## src/rtl/rr_register_arbiter_pkg.sv

```systemverilog
// ---------------------------------------------------------------------------
// rr_register_arbiter_pkg
//   Shared definitions for the round-robin register arbiter:
//     state_t   : holding-register occupancy (EMPTY / FULL)
//     calc_idw  : grant-index width, max(1, clog2(n))
// ---------------------------------------------------------------------------
package rr_register_arbiter_pkg;

  typedef enum logic {
    EMPTY = 1'b0,
    FULL  = 1'b1
  } state_t;

  // An index needs at least one bit even when clog2 would give zero.
  function automatic int calc_idw(input int n);
    int w;
    w = $clog2(n);
    return (w < 1) ? 1 : w;
  endfunction

endpackage

```

## src/rtl/rr_register_arbiter_if.sv

```systemverilog
// ---------------------------------------------------------------------------
// rr_register_arbiter_if
//   Bundles the N requester ports and the single downstream port.
//     req_valid [N]        : requester i offers a word
//     req_data  [N*WIDTH]  : requester i's word at [i*WIDTH +: WIDTH]
//     req_ready [N]        : one-hot/zero accept
//     out_valid            : holding register occupied
//     out_data  [WIDTH]    : held word
//     out_id    [IDW]      : index of the requester that supplied out_data
//     out_ready            : downstream consumes the held word
//   Modports:
//     slave  : the arbiter's view
//     master : the producers'/consumer's view (bench side)
// ---------------------------------------------------------------------------
interface rr_register_arbiter_if
  import rr_register_arbiter_pkg::*;
#(
  parameter int N     = 4,
  parameter int WIDTH = 8
);
  localparam int IDW = calc_idw(N);

  logic [N-1:0]       req_valid;
  logic [N*WIDTH-1:0] req_data;
  logic [N-1:0]       req_ready;
  logic               out_valid;
  logic [WIDTH-1:0]   out_data;
  logic [IDW-1:0]     out_id;
  logic               out_ready;

  modport slave (
    input  req_valid,
    input  req_data,
    output req_ready,
    output out_valid,
    output out_data,
    output out_id,
    input  out_ready
  );

  modport master (
    output req_valid,
    output req_data,
    input  req_ready,
    input  out_valid,
    input  out_data,
    input  out_id,
    output out_ready
  );

endinterface

```

## src/rtl/rr_register_arbiter_rr_pick.sv

```systemverilog
// ---------------------------------------------------------------------------
// rr_pick
//   Combinational cyclic find-first: returns the first set request at or
//   after i_ptr, searching i_ptr, i_ptr+1, ..., N-1, 0, ..., i_ptr-1.
//   Ports:
//     i_req [N]   : request vector
//     i_ptr [IDW] : search start (always < N)
//     o_any       : at least one request set
//     o_idx [IDW] : winning index (meaningful only when o_any)
// ---------------------------------------------------------------------------
module rr_pick
  import rr_register_arbiter_pkg::*;
#(
  parameter int N   = 4,
  parameter int IDW = calc_idw(N)
) (
  input  logic [N-1:0]   i_req,
  input  logic [IDW-1:0] i_ptr,
  output logic           o_any,
  output logic [IDW-1:0] o_idx
);

  localparam logic [IDW:0] LP_N = (IDW+1)'(N);

  logic [2*N-1:0] w_dbl;
  logic [N-1:0]   w_rot;
  logic [IDW-1:0] w_off;
  logic [IDW:0]   w_sum;

  // Doubling the vector lets a plain window starting at i_ptr act as a
  // rotation, so bit k of w_rot is request (i_ptr + k) mod N.
  assign w_dbl = {i_req, i_req};

  for (genvar gi = 0; gi < N; gi++) begin : g_rot
    logic [IDW:0] w_pos;
    assign w_pos     = {1'b0, i_ptr} + (IDW+1)'(gi);
    assign w_rot[gi] = w_dbl[w_pos];
  end

  assign o_any = |w_rot;

  always_comb begin
    w_off = '0;
    // Descending scan: the lowest set offset is written last and wins.
    for (int i = N - 1; i >= 0; i--) begin
      if (w_rot[i]) begin
        w_off = IDW'(i);
      end
    end
    w_sum = {1'b0, i_ptr} + {1'b0, w_off};
    if (w_sum >= LP_N) begin
      o_idx = IDW'(w_sum - LP_N);
    end else begin
      o_idx = IDW'(w_sum);
    end
  end

endmodule

```

## src/rtl/rr_register_arbiter.sv

```systemverilog
// ---------------------------------------------------------------------------
// rr_register_arbiter
//   Round-robin arbiter sharing one 1-deep holding register among N
//   requesters. A word accepted in cycle t is presented in cycle t+1; with
//   out_ready held high one word per cycle flows through.
//   Ports:
//     CLK          : clock, rising edge
//     ASYNCRESETN  : asynchronous active-low reset
//     bus (slave)  : requester handshakes and downstream handshake
//   Parameters:
//     N     : number of requesters (2..16)
//     WIDTH : data word width
// ---------------------------------------------------------------------------
module rr_register_arbiter
  import rr_register_arbiter_pkg::*;
#(
  parameter int N     = 4,
  parameter int WIDTH = 8
) (
  input  logic                 CLK,
  input  logic                 ASYNCRESETN,
  rr_register_arbiter_if.slave bus
);

  localparam int             IDW     = calc_idw(N);
  localparam logic [IDW-1:0] LP_LAST = IDW'(N - 1);

  state_t         r_state, w_state_next;
  logic [IDW-1:0] r_ptr, w_ptr_next;
  logic [IDW-1:0] r_id, w_id_next;
  logic [WIDTH-1:0] r_data, w_data_next;

  logic             w_any;
  logic [IDW-1:0]   w_idx;
  logic             w_free;
  logic             w_grant;
  logic [WIDTH-1:0] w_sel_data;
  logic [WIDTH-1:0] w_words [N];

  // -------------------------------------------------------------------------
  // Arbitration
  // -------------------------------------------------------------------------
  rr_pick #(
    .N   (N),
    .IDW (IDW)
  ) u_pick (
    .i_req (bus.req_valid),
    .i_ptr (r_ptr),
    .o_any (w_any),
    .o_idx (w_idx)
  );

  // The slot is free when empty, or when full and being drained this cycle,
  // which is what lets consume and reload share one edge.
  assign w_free  = (r_state == EMPTY) || bus.out_ready;
  // Gating with the reset keeps req_ready low for the whole reset window,
  // not just from the first clock edge onward.
  assign w_grant = ASYNCRESETN && w_free && w_any;

  for (genvar gi = 0; gi < N; gi++) begin : g_ready
    localparam logic [IDW-1:0] LP_IDX = IDW'(gi);
    assign bus.req_ready[gi] = w_grant && (w_idx == LP_IDX);
    assign w_words[gi]       = bus.req_data[gi*WIDTH +: WIDTH];
  end

  // Data only ever reaches the register's D input, never an output.
  assign w_sel_data = w_words[w_idx];

  // -------------------------------------------------------------------------
  // FSM: next state and holding-register load
  // -------------------------------------------------------------------------
  always_comb begin
    w_state_next = r_state;
    w_ptr_next   = r_ptr;
    w_data_next  = r_data;
    w_id_next    = r_id;

    unique case (r_state)
      EMPTY: begin
        if (w_grant) begin
          w_state_next = FULL;
        end
      end
      FULL: begin
        if (w_grant) begin
          w_state_next = FULL;
        end else if (bus.out_ready) begin
          w_state_next = EMPTY;
        end
      end
      default: w_state_next = EMPTY;
    endcase

    // 2:1 mux in front of the holding register: new word or hold.
    if (w_grant) begin
      w_data_next = w_sel_data;
      w_id_next   = w_idx;
      w_ptr_next  = (w_idx == LP_LAST) ? '0 : w_idx + 1'b1;
    end
  end

  always_ff @(posedge CLK or negedge ASYNCRESETN) begin
    if (!ASYNCRESETN) begin
      r_state <= EMPTY;
      r_ptr   <= '0;
      r_data  <= '0;
      r_id    <= '0;
    end else begin
      r_state <= w_state_next;
      r_ptr   <= w_ptr_next;
      r_data  <= w_data_next;
      r_id    <= w_id_next;
    end
  end

  // -------------------------------------------------------------------------
  // Downstream outputs: straight from registers
  // -------------------------------------------------------------------------
  assign bus.out_valid = (r_state == FULL);
  assign bus.out_data  = r_data;
  assign bus.out_id    = r_id;

endmodule

```

## src/flat_wrapper.sv

```systemverilog
// flat-port wrapper written by rule: the top's interface ports become plain ports
module rr_register_arbiter_flat import rr_register_arbiter_pkg::*;
#(
  parameter int N     = 4,
  parameter int WIDTH = 8
)
  (CLK, ASYNCRESETN, bus_req_valid, bus_req_data, bus_req_ready, bus_out_valid, bus_out_data, bus_out_id, bus_out_ready);
  rr_register_arbiter_if #(.N(N), .WIDTH(WIDTH)) bus_i ();
  input  logic CLK;
  input  logic ASYNCRESETN;
  input wire logic [$bits(bus_i.req_valid)-1:0] bus_req_valid;
  input wire logic [$bits(bus_i.req_data)-1:0] bus_req_data;
  output wire logic [$bits(bus_i.req_ready)-1:0] bus_req_ready;
  output wire logic [$bits(bus_i.out_valid)-1:0] bus_out_valid;
  output wire logic [$bits(bus_i.out_data)-1:0] bus_out_data;
  output wire logic [$bits(bus_i.out_id)-1:0] bus_out_id;
  input wire logic [$bits(bus_i.out_ready)-1:0] bus_out_ready;
  assign bus_i.req_valid = bus_req_valid;
  assign bus_i.req_data = bus_req_data;
  assign bus_req_ready = bus_i.req_ready;
  assign bus_out_valid = bus_i.out_valid;
  assign bus_out_data = bus_i.out_data;
  assign bus_out_id = bus_i.out_id;
  assign bus_i.out_ready = bus_out_ready;
  rr_register_arbiter #(.N(N), .WIDTH(WIDTH)) u_core (.CLK(CLK), .ASYNCRESETN(ASYNCRESETN), .bus(bus_i));
endmodule
```

## config.mk

```make
export PLATFORM = sky130hd
export DESIGN_NAME = rr_register_arbiter_flat
export DESIGN_NICKNAME = d
export VERILOG_FILES = /design/src/rtl/rr_register_arbiter_pkg.sv /design/src/rtl/rr_register_arbiter_if.sv /design/src/rtl/rr_register_arbiter_rr_pick.sv /design/src/rtl/rr_register_arbiter.sv /design/src/flat_wrapper.sv
export SDC_FILE = /design/constraint.sdc
export NUM_CORES = 1
export LEC_CHECK = 0
export CAP_MARGIN = 20
export CORE_ASPECT_RATIO = 1.25
export CORE_MARGIN = 8
export CORE_UTILIZATION = 40
export DETAILED_ROUTE_END_ITERATION = 16
export HOLD_SLACK_MARGIN = 0.05
export PLACE_DENSITY = 0.82
export RECOVER_POWER = 50
export SLEW_MARGIN = 40
export SYNTH_ARGS = -nofsm -noshare
export SYNTH_HDL_FRONTEND = slang
export SYNTH_SLANG_ARGS = --single-unit
export TNS_END_PERCENT = 20
```

## constraint.sdc

```tcl
create_clock -name CLK -period 4.1 [get_ports CLK]
set_input_delay 0.82 -clock CLK [delete_from_list [all_inputs] [get_ports CLK]]
set_output_delay 0.82 -clock CLK [all_outputs]
set_load 0.01 [all_outputs]
```

==> run summary, run 1 <==
outcome = completed
vias in the first global route = 1187
Sw Share = 46.3%
Hold Buf Count CTS = 0
Layout Area Growth over Synthesis = 65.4%
Finished Layout Cells = 207
Placer Congestion = 0.872
slew of the pin with the lowest slew margin = 0.686 ns
number of antenna cells inserted = 0
ys async rst share = 100%
sequential-to-total area share from yosys stat = 30.4%
largest net degree at the start of global routing = 26
cell area after layout = 1770 µm²
# rows = 21
clock root cell = clkbuf_4
Hold WS = 0.482 ns
First-pass DRT Iterations = 4
CTS resizes = 4
CP Launch Type = input pin
total CTS buffers = 3
wire per inst = 16.1 µm
Die Wd = 62.3 µm
flops & latches, synth = 13
EDFF count, synth = 0
CTS tree = built
Final Hold Fails = 0
Clock Power Share = 4.9%
number of clock sinks = 13
dpl cell area = 1710 µm²
top cell type's share of synthesized area = 30.4%
die area = 4600 µm²
Final HPWL DP = 2730 µm
final worst-path cycle share = 98.8%
Clock Tree Buf Depth = 2
most common library cells after synthesis = dfrtp_1, nand2_1, mux2_2
clk_skew = 0.00538 ns
P per Cell Area = 895 nW/µm²
Final ANT Viol Nets = 0
crit path max fanout = 4
Remaining Overflow, GRT = 0
Int Power = 851 µW
Reg2Reg Setup Slack = 1.21 ns
DRC errors left = 0
Comb power frac = 78.9%
CP Data Arrival Time = 3.23 ns
IO Pins = 54
number of max-cap violations = 0
Setup CP Type = input pin to primary output
placed cells = 203
syn nets = 150
post-layout min period = 4.05 ns
Finish-stage setup viols = 0
CP Capture Type = primary output
Total GRT Usage = 14.8%
Synth Warn # = 0
Die H = 73.8 µm
initial drt markers = 35
first-pass GRT wire length = 5690 µm
WL final = 3340 µm
Final nets = 216
Distinct cells, synth = 33
# fillers = 206
Sw Pwr = 733 µW
Core ar. = 2600 µm²
clk_lat worst skew = 0.27 ns
largest cells by area after synthesis = dfrtp_1, mux2_2, a2111oi_0, mux4_2, o31ai_1
Initial Util = 41.1%
Synth area leader = dfrtp_1
clock slew at reported path FFs = 0.07 ns
relative slew slack = 54.3%
final slew viol count = 0
Reg power frac = 16.2%
vias per cell = 5.39
Avg Inst Size Synth = 9.91 µm²
most frequent cell after synthesis = dfrtp_1
Hold WC Path Type = register to register
Pleak = 0.000714 µW
Max Fclk = 0.247 GHz
initial antenna violation count = 0
post-CTS setup buffers = 0
top_reg_cell synth = dfrtp_1
Syn Inst Count = 108
port buffer count = 53
H-Tree Depth = 1
Max IR drop VDD = 0.503 mV
Mapped Area = 1070 µm²
layout cells sized above 1 = 23.1%
WP data required = 3.28 ns
Vias = 1115
## flip-flops by register name, indices dropped and copies added, names as in the netlist
signal / cells
u_core.bus.out_data: 8
u_core.bus.out_id: 2
u_core.r_ptr: 2
u_core.bus.out_valid: 1
## layout by cell type (no fill, tap or decap), types with 3 or more instances in the layout
| cell | count |
|---|---|
| a2111oi_0 | 8 |
| a21oi_1 | 9 |
| buf_4 | 14 |
| clkbuf_4 | 3 |
| clkdlybuf4s50_1 | 41 |
| dfrtp_1 | 13 |
| dlygate4sd2_1 | 3 |
| dlygate4sd3_1 | 8 |
| mux2_2 | 10 |
| mux4_2 | 3 |
| nand2_1 | 11 |
| nor2b_1 | 8 |
| nor3_1 | 4 |
| o31ai_1 | 8 |
## power by group through the flow
stage	registers [µW]	clock network (µW)	logic, µW
finish	257	77.0	1250
global route	268	86.7	1370
CTS	250	79.2	1220
detailed placement	252	0	1230
global placement	248	0	1190
floorplan	259	0	761
## path summary, 6_finish.rpt
kind,from,to,cells after the start
min in group asynchronous,ASYNCRESETN,u_core.bus.out_id[1],2
hold reg to reg,u_core.bus.out_data[4],u_core.bus.out_data[4],2
hold / removal,u_core.bus.out_data[4],u_core.bus.out_data[4],2
setup / recovery,bus_req_valid[2],bus_req_ready[3],10
max in group asynchronous,ASYNCRESETN,u_core.bus.out_data[3],2
setup reg to reg,u_core.r_ptr[1],u_core.r_ptr[0],7
## layer usage
| layer | wire length (µm) | part of all wire [%] | GRT usage (%) | vias up |
|---|---|---|---|---|
| met5 | 0 | 0 | 0 | - |
| met4 | 34 | 1.0 | 5.58 | 0 |
| met3 | 177 | 5.3 | 2.44 | 2 |
| met2 | 1820 | 54 | 28.2 | 44 |
| met1 | 1310 | 39 | 16.0 | 531 |
| li1 | - | - | - | 538 |
## critical path, stage by stage
cell             delay, ns
clkdlybuf4s50_1       0.47
mux4_1                0.56
a21oi_1               0.19
nor2_2                0.07
ha_4                  0.19
xnor2_2               0.16
a21oi_4               0.15
nor2_1                0.09
nor3_1                0.21
dlygate4sd2_1         0.32
## area by class of cell
class / count / area [µm²] / area share [%]
multi-input cells: 86 / 732 / 41.4
flip-flops and latches: 13 / 325 / 18.4
repair buffers: 68 / 636 / 35.9
inverters: 2 / 7.51 / 0.424
clock buffers: 4 / 26.3 / 1.49
well taps: 34 / 42.5 / 2.40
## kinds of logic (layout without fill, tap and decap cells)
family	Yosys count	count (layout)	synth area share (%)
and+or+nand+nor	34	34	17.2
AOI/OAI and AO/OA	31	31	21.3
muxes	14	14	19.3
DFF	13	13	30.4
buffers and inverters	9	74	5.03
xor gates and xnor gates	4	4	3.28
adders and majority gates	3	3	3.51
## per-stage QoR
stage          TNS [ns]  worst slack (ns)  utilization [%]  total power [µW]
6_report              0            0.0473             68.0              1580
3_3_place_gp     -0.495            -0.131             65.7              1440
2_1_floorplan         0             0.517                -              1020
5_1_grt         -0.0414           -0.0237             68.0              1720
4_1_cts               0           0.00563             66.5              1550
3_5_place_dp     -0.845            -0.254             65.7              1480
Note: power is estimated with default switching activity, not from simulation.
==> run 2: changes to the inputs <==
--- a/config.mk
+++ b/config.mk
@@ -9,6 +9,7 @@
 export CORE_ASPECT_RATIO = 1.25
 export CORE_MARGIN = 8
 export CORE_UTILIZATION = 40
+export CTS_CLUSTER_DIAMETER = 200
 export DETAILED_ROUTE_END_ITERATION = 16
 export HOLD_SLACK_MARGIN = 0.05
 export PLACE_DENSITY = 0.82
==> results of run 2 <==
Final layout, timing and power as in run 1 (identical DEF).
==> run 3: changes to the inputs <==
--- a/config.mk
+++ b/config.mk
@@ -8,11 +8,13 @@
 export CAP_MARGIN = 20
 export CORE_ASPECT_RATIO = 1.25
 export CORE_MARGIN = 8
-export CORE_UTILIZATION = 40
+export CORE_UTILIZATION = 25
+export CTS_BUF_LIST = sky130_fd_sc_hd__clkbuf_2 sky130_fd_sc_hd__clkbuf_4 sky130_fd_sc_hd__clkbuf_8
 export CTS_CLUSTER_DIAMETER = 200
 export DETAILED_ROUTE_END_ITERATION = 16
+export GPL_TIMING_DRIVEN = 0
 export HOLD_SLACK_MARGIN = 0.05
-export PLACE_DENSITY = 0.82
+export PLACE_DENSITY = 0.56
 export RECOVER_POWER = 50
 export SLEW_MARGIN = 40
 export SYNTH_ARGS = -nofsm -noshare
==> run summary, run 3 (synthesis gave the netlist of run 1 again) <==
placed cells = 217 (was 203)
Final ANT Viol Nets = 0 (unchanged)
Initial Util = 26.1% (was 41.1%)
Hold Buf Count CTS = 0 (unchanged)
cell area after layout = 1820 µm² (was 1770 µm²)
clock root cell = clkbuf_8 (was clkbuf_4)
outcome = completed (unchanged)
commonest cells after routing, fill and taps aside = clkdlybuf4s50_1, dfrtp_1, nand2_1 (was clkdlybuf4s50_1, buf_4, dfrtp_1)
CP Launch Type = input pin (unchanged)
Total GRT Usage = 12.0% (was 14.8%)
Worst Setup Slack, final = 0.0863 ns (was 0.0473 ns)
IO Pins = 54 (unchanged)
max reg flops = 8 (unchanged)
Finish-stage setup viols = 0 (unchanged)
Max Fclk = 0.249 GHz (was 0.247 GHz)
Die Wd = 74.5 µm (was 62.3 µm)
dpl cell area = 1670 µm² (was 1710 µm²)
Sw Share = 47.6% (was 46.3%)
Cell Chain, Critical Path = clkdlybuf4s50_1, mux4_2, a21oi_2, nor2_2, ha_4, xor2_4, nor3_4, nor2_1, nor3_1, clkdlybuf4s15_1 (was clkdlybuf4s50_1, mux4_1, a21oi_1, nor2_2, ha_4, xnor2_2, a21oi_4, nor2_1, nor3_1, dlygate4sd2_1)
number of antenna cells inserted = 0 (unchanged)
initial drt markers = 31 (was 35)
critical path's top delay family = buffers and inverters (unchanged)
vias in the first global route = 1230 (was 1187)
# fillers = 431 (was 206)
relative slew slack = 53.8% (was 54.3%)
initial antenna violation count = 0 (unchanged)
final slew viol count = 0 (unchanged)
# rows = 26 (was 21)
Hold WC Path Type = register to register (unchanged)
clk_lat worst skew = 0.24 ns (was 0.27 ns)
Clock Power Share = 6.8% (was 4.9%)
Core ar. = 4100 µm² (was 2600 µm²)
H-Tree Depth = 1 (unchanged)
CP Data Arrival Time = 3.19 ns (was 3.23 ns)
slew of the pin with the lowest slew margin = 0.691 ns (was 0.686 ns)
Final nets = 214 (was 216)
vias per cell = 4.97 (was 5.39)
Clock Tree Buf Depth = 2 (unchanged)
post-placement worst setup slack = -0.826 ns (was -0.254 ns)
CP Capture Type = primary output (unchanged)
WP data required = 3.28 ns (about the same)
crit path max fanout = 4 (unchanged)
die area = 6640 µm² (was 4600 µm²)
Worst path max stage delay = 0.54 ns (was 0.56 ns)
Bufs and invs on worst path = 2 (unchanged)
largest net degree at the start of global routing = 15 (was 26)
total CTS buffers = 3 (unchanged)
Remaining Overflow, GRT = 0 (unchanged)
Pleak = 0.000709 µW (was 0.000714 µW)
WL final = 3880 µm (was 3340 µm)
CP max stage cell = mux4_2 (was mux4_1)
number of clock sinks = 13 (unchanged)
Vias = 1128 (was 1115)
Die H = 89.1 µm (was 73.8 µm)
Layout Area Growth over Synthesis = 69.7% (was 65.4%)
layout cells sized above 1 = 26.9% (was 23.1%)
clock slew at reported path FFs = 0.06 ns (was 0.07 ns)
Placer Congestion = 0.728 (was 0.872)
Max IR drop VDD = 0.438 mV (was 0.503 mV)
commonest non-fill, non-tap cell in the layout = clkdlybuf4s50_1 (unchanged)
first-pass GRT wire length = 6100 µm (was 5690 µm)
CTS tree = built (unchanged)
P per Cell Area = 930 nW/µm² (was 895 nW/µm²)
post-layout min period = 4.01 ns (was 4.05 ns)
First-pass DRT Iterations = 4 (unchanged)
Hold WS = 0.481 ns (was 0.482 ns)
Sw Pwr = 804 µW (was 733 µW)
DRC errors left = 0 (unchanged)
Setup CP Type = input pin to primary output (unchanged)
setup repair after global routing missed its margin = yes
clk_skew = 0.00185 ns (was 0.00538 ns)
Final Hold Fails = 0 (unchanged)
port buffer count = 53 (unchanged)
number of max-cap violations = 0 (unchanged)
Reg power frac = 14.1% (was 16.2%)
wire per inst = 17.1 µm (was 16.1 µm)
final worst-path cycle share = 97.9% (was 98.8%)
Int Power = 884 µW (was 851 µW)
Finished Layout Cells = 227 (was 207)
Final HPWL DP = 2810 µm (was 2730 µm)
Comb power frac = 79.0% (was 78.9%)
==> run 3: cell types whose count changed in the layout (fill, tap and decap cells not counted), moves of 2 or more <==
cell           before  now
buf_6               0    2
clkbuf_8            0    3
clkbuf_2            0    3
clkbuf_4            3    0
dlygate4sd2_1       3    0
buf_4              14    9
==> run 3: power groups by stage <==
stage / Clock, µW / Combinational [µW] / Sequential (µW)
3_5_place_dp: 0 / 1160 / 241
4_1_cts: 117 / 1280 / 241
2_1_floorplan: 0 / 761 / 259
3_3_place_gp: 0 / 1140 / 239
6_report: 115 / 1330 / 239
5_1_grt: 119 / 1430 / 249
==> run 3: final cells by class <==
| class | instances | area [µm²] | area share [%] |
|---|---|---|---|
| clock inverter | 1 | 5.00 | 0.276 |
| clock buffer | 3 | 41.3 | 2.27 |
| timing repair buffer | 60 | 568 | 31.3 |
| buffer | 6 | 46.3 | 2.55 |
| inverter | 2 | 7.51 | 0.414 |
| tap | 56 | 70.1 | 3.86 |
| multi-input combinational | 86 | 752 | 41.4 |
| sequential | 13 | 325 | 17.9 |
==> run 3: stage by stage <==
| step | power, µW | setup TNS [ns] | util [%] |
|---|---|---|---|
| after detailed placement | 1400 | -2.71 | 40.8 |
| after global placement | 1380 | -2.53 | 40.8 |
| after floorplan | 1020 | 0 | - |
| final | 1690 | 0 | 44.3 |
| after global routing | 1800 | -0.0197 | 44.3 |
| after CTS | 1630 | 0 | 43.4 |
==> run 3: worst paths after layout <==
path	start	cells after the start	slack (ns)	end
max	bus_req_valid[1]	10	0.09	bus_req_ready[2]
min	u_core.bus.out_data[0]	2	0.48	u_core.bus.out_data[0]
max reg2reg	u_core.r_ptr[0]	9	1.03	u_core.bus.out_data[5]
min reg2reg	u_core.bus.out_data[0]	2	0.48	u_core.bus.out_data[0]
max in group asynchronous	ASYNCRESETN	1	2.60	u_core.bus.out_data[7]
min in group asynchronous	ASYNCRESETN	1	1.06	u_core.bus.out_id[1]
==> run 3: metal layers <==
| metal | track usage (%) | share of wire [%] | vias to the layer above |
|---|---|---|---|
| met4 | 5.36 | 1.3 | 0 |
| met1 | 12.4 | 39 | 545 |
| met2 | 22.2 | 52 | 41 |
| li1 | - | - | 537 |
| met5 | 0 | 0 | - |
| met3 | 2.47 | 7.5 | 5 |
==> run 3: worst register-to-register path: stages (launching register included) <==
cell	delay, ns
dfrtp_1	0.59
ha_1	0.34
mux4_2	0.36
a21oi_2	0.18
nor2_2	0.07
ha_4	0.31
clkbuf_1	0.47
mux2_2	0.41
a21oi_1	0.13
o31ai_1	0.08
==> run 3: repair_timing <==
item,CTS,global route
buffers inserted,5,2
setup endpoints to repair,4,4
gates resized for setup,12,14
pin swaps,2,1
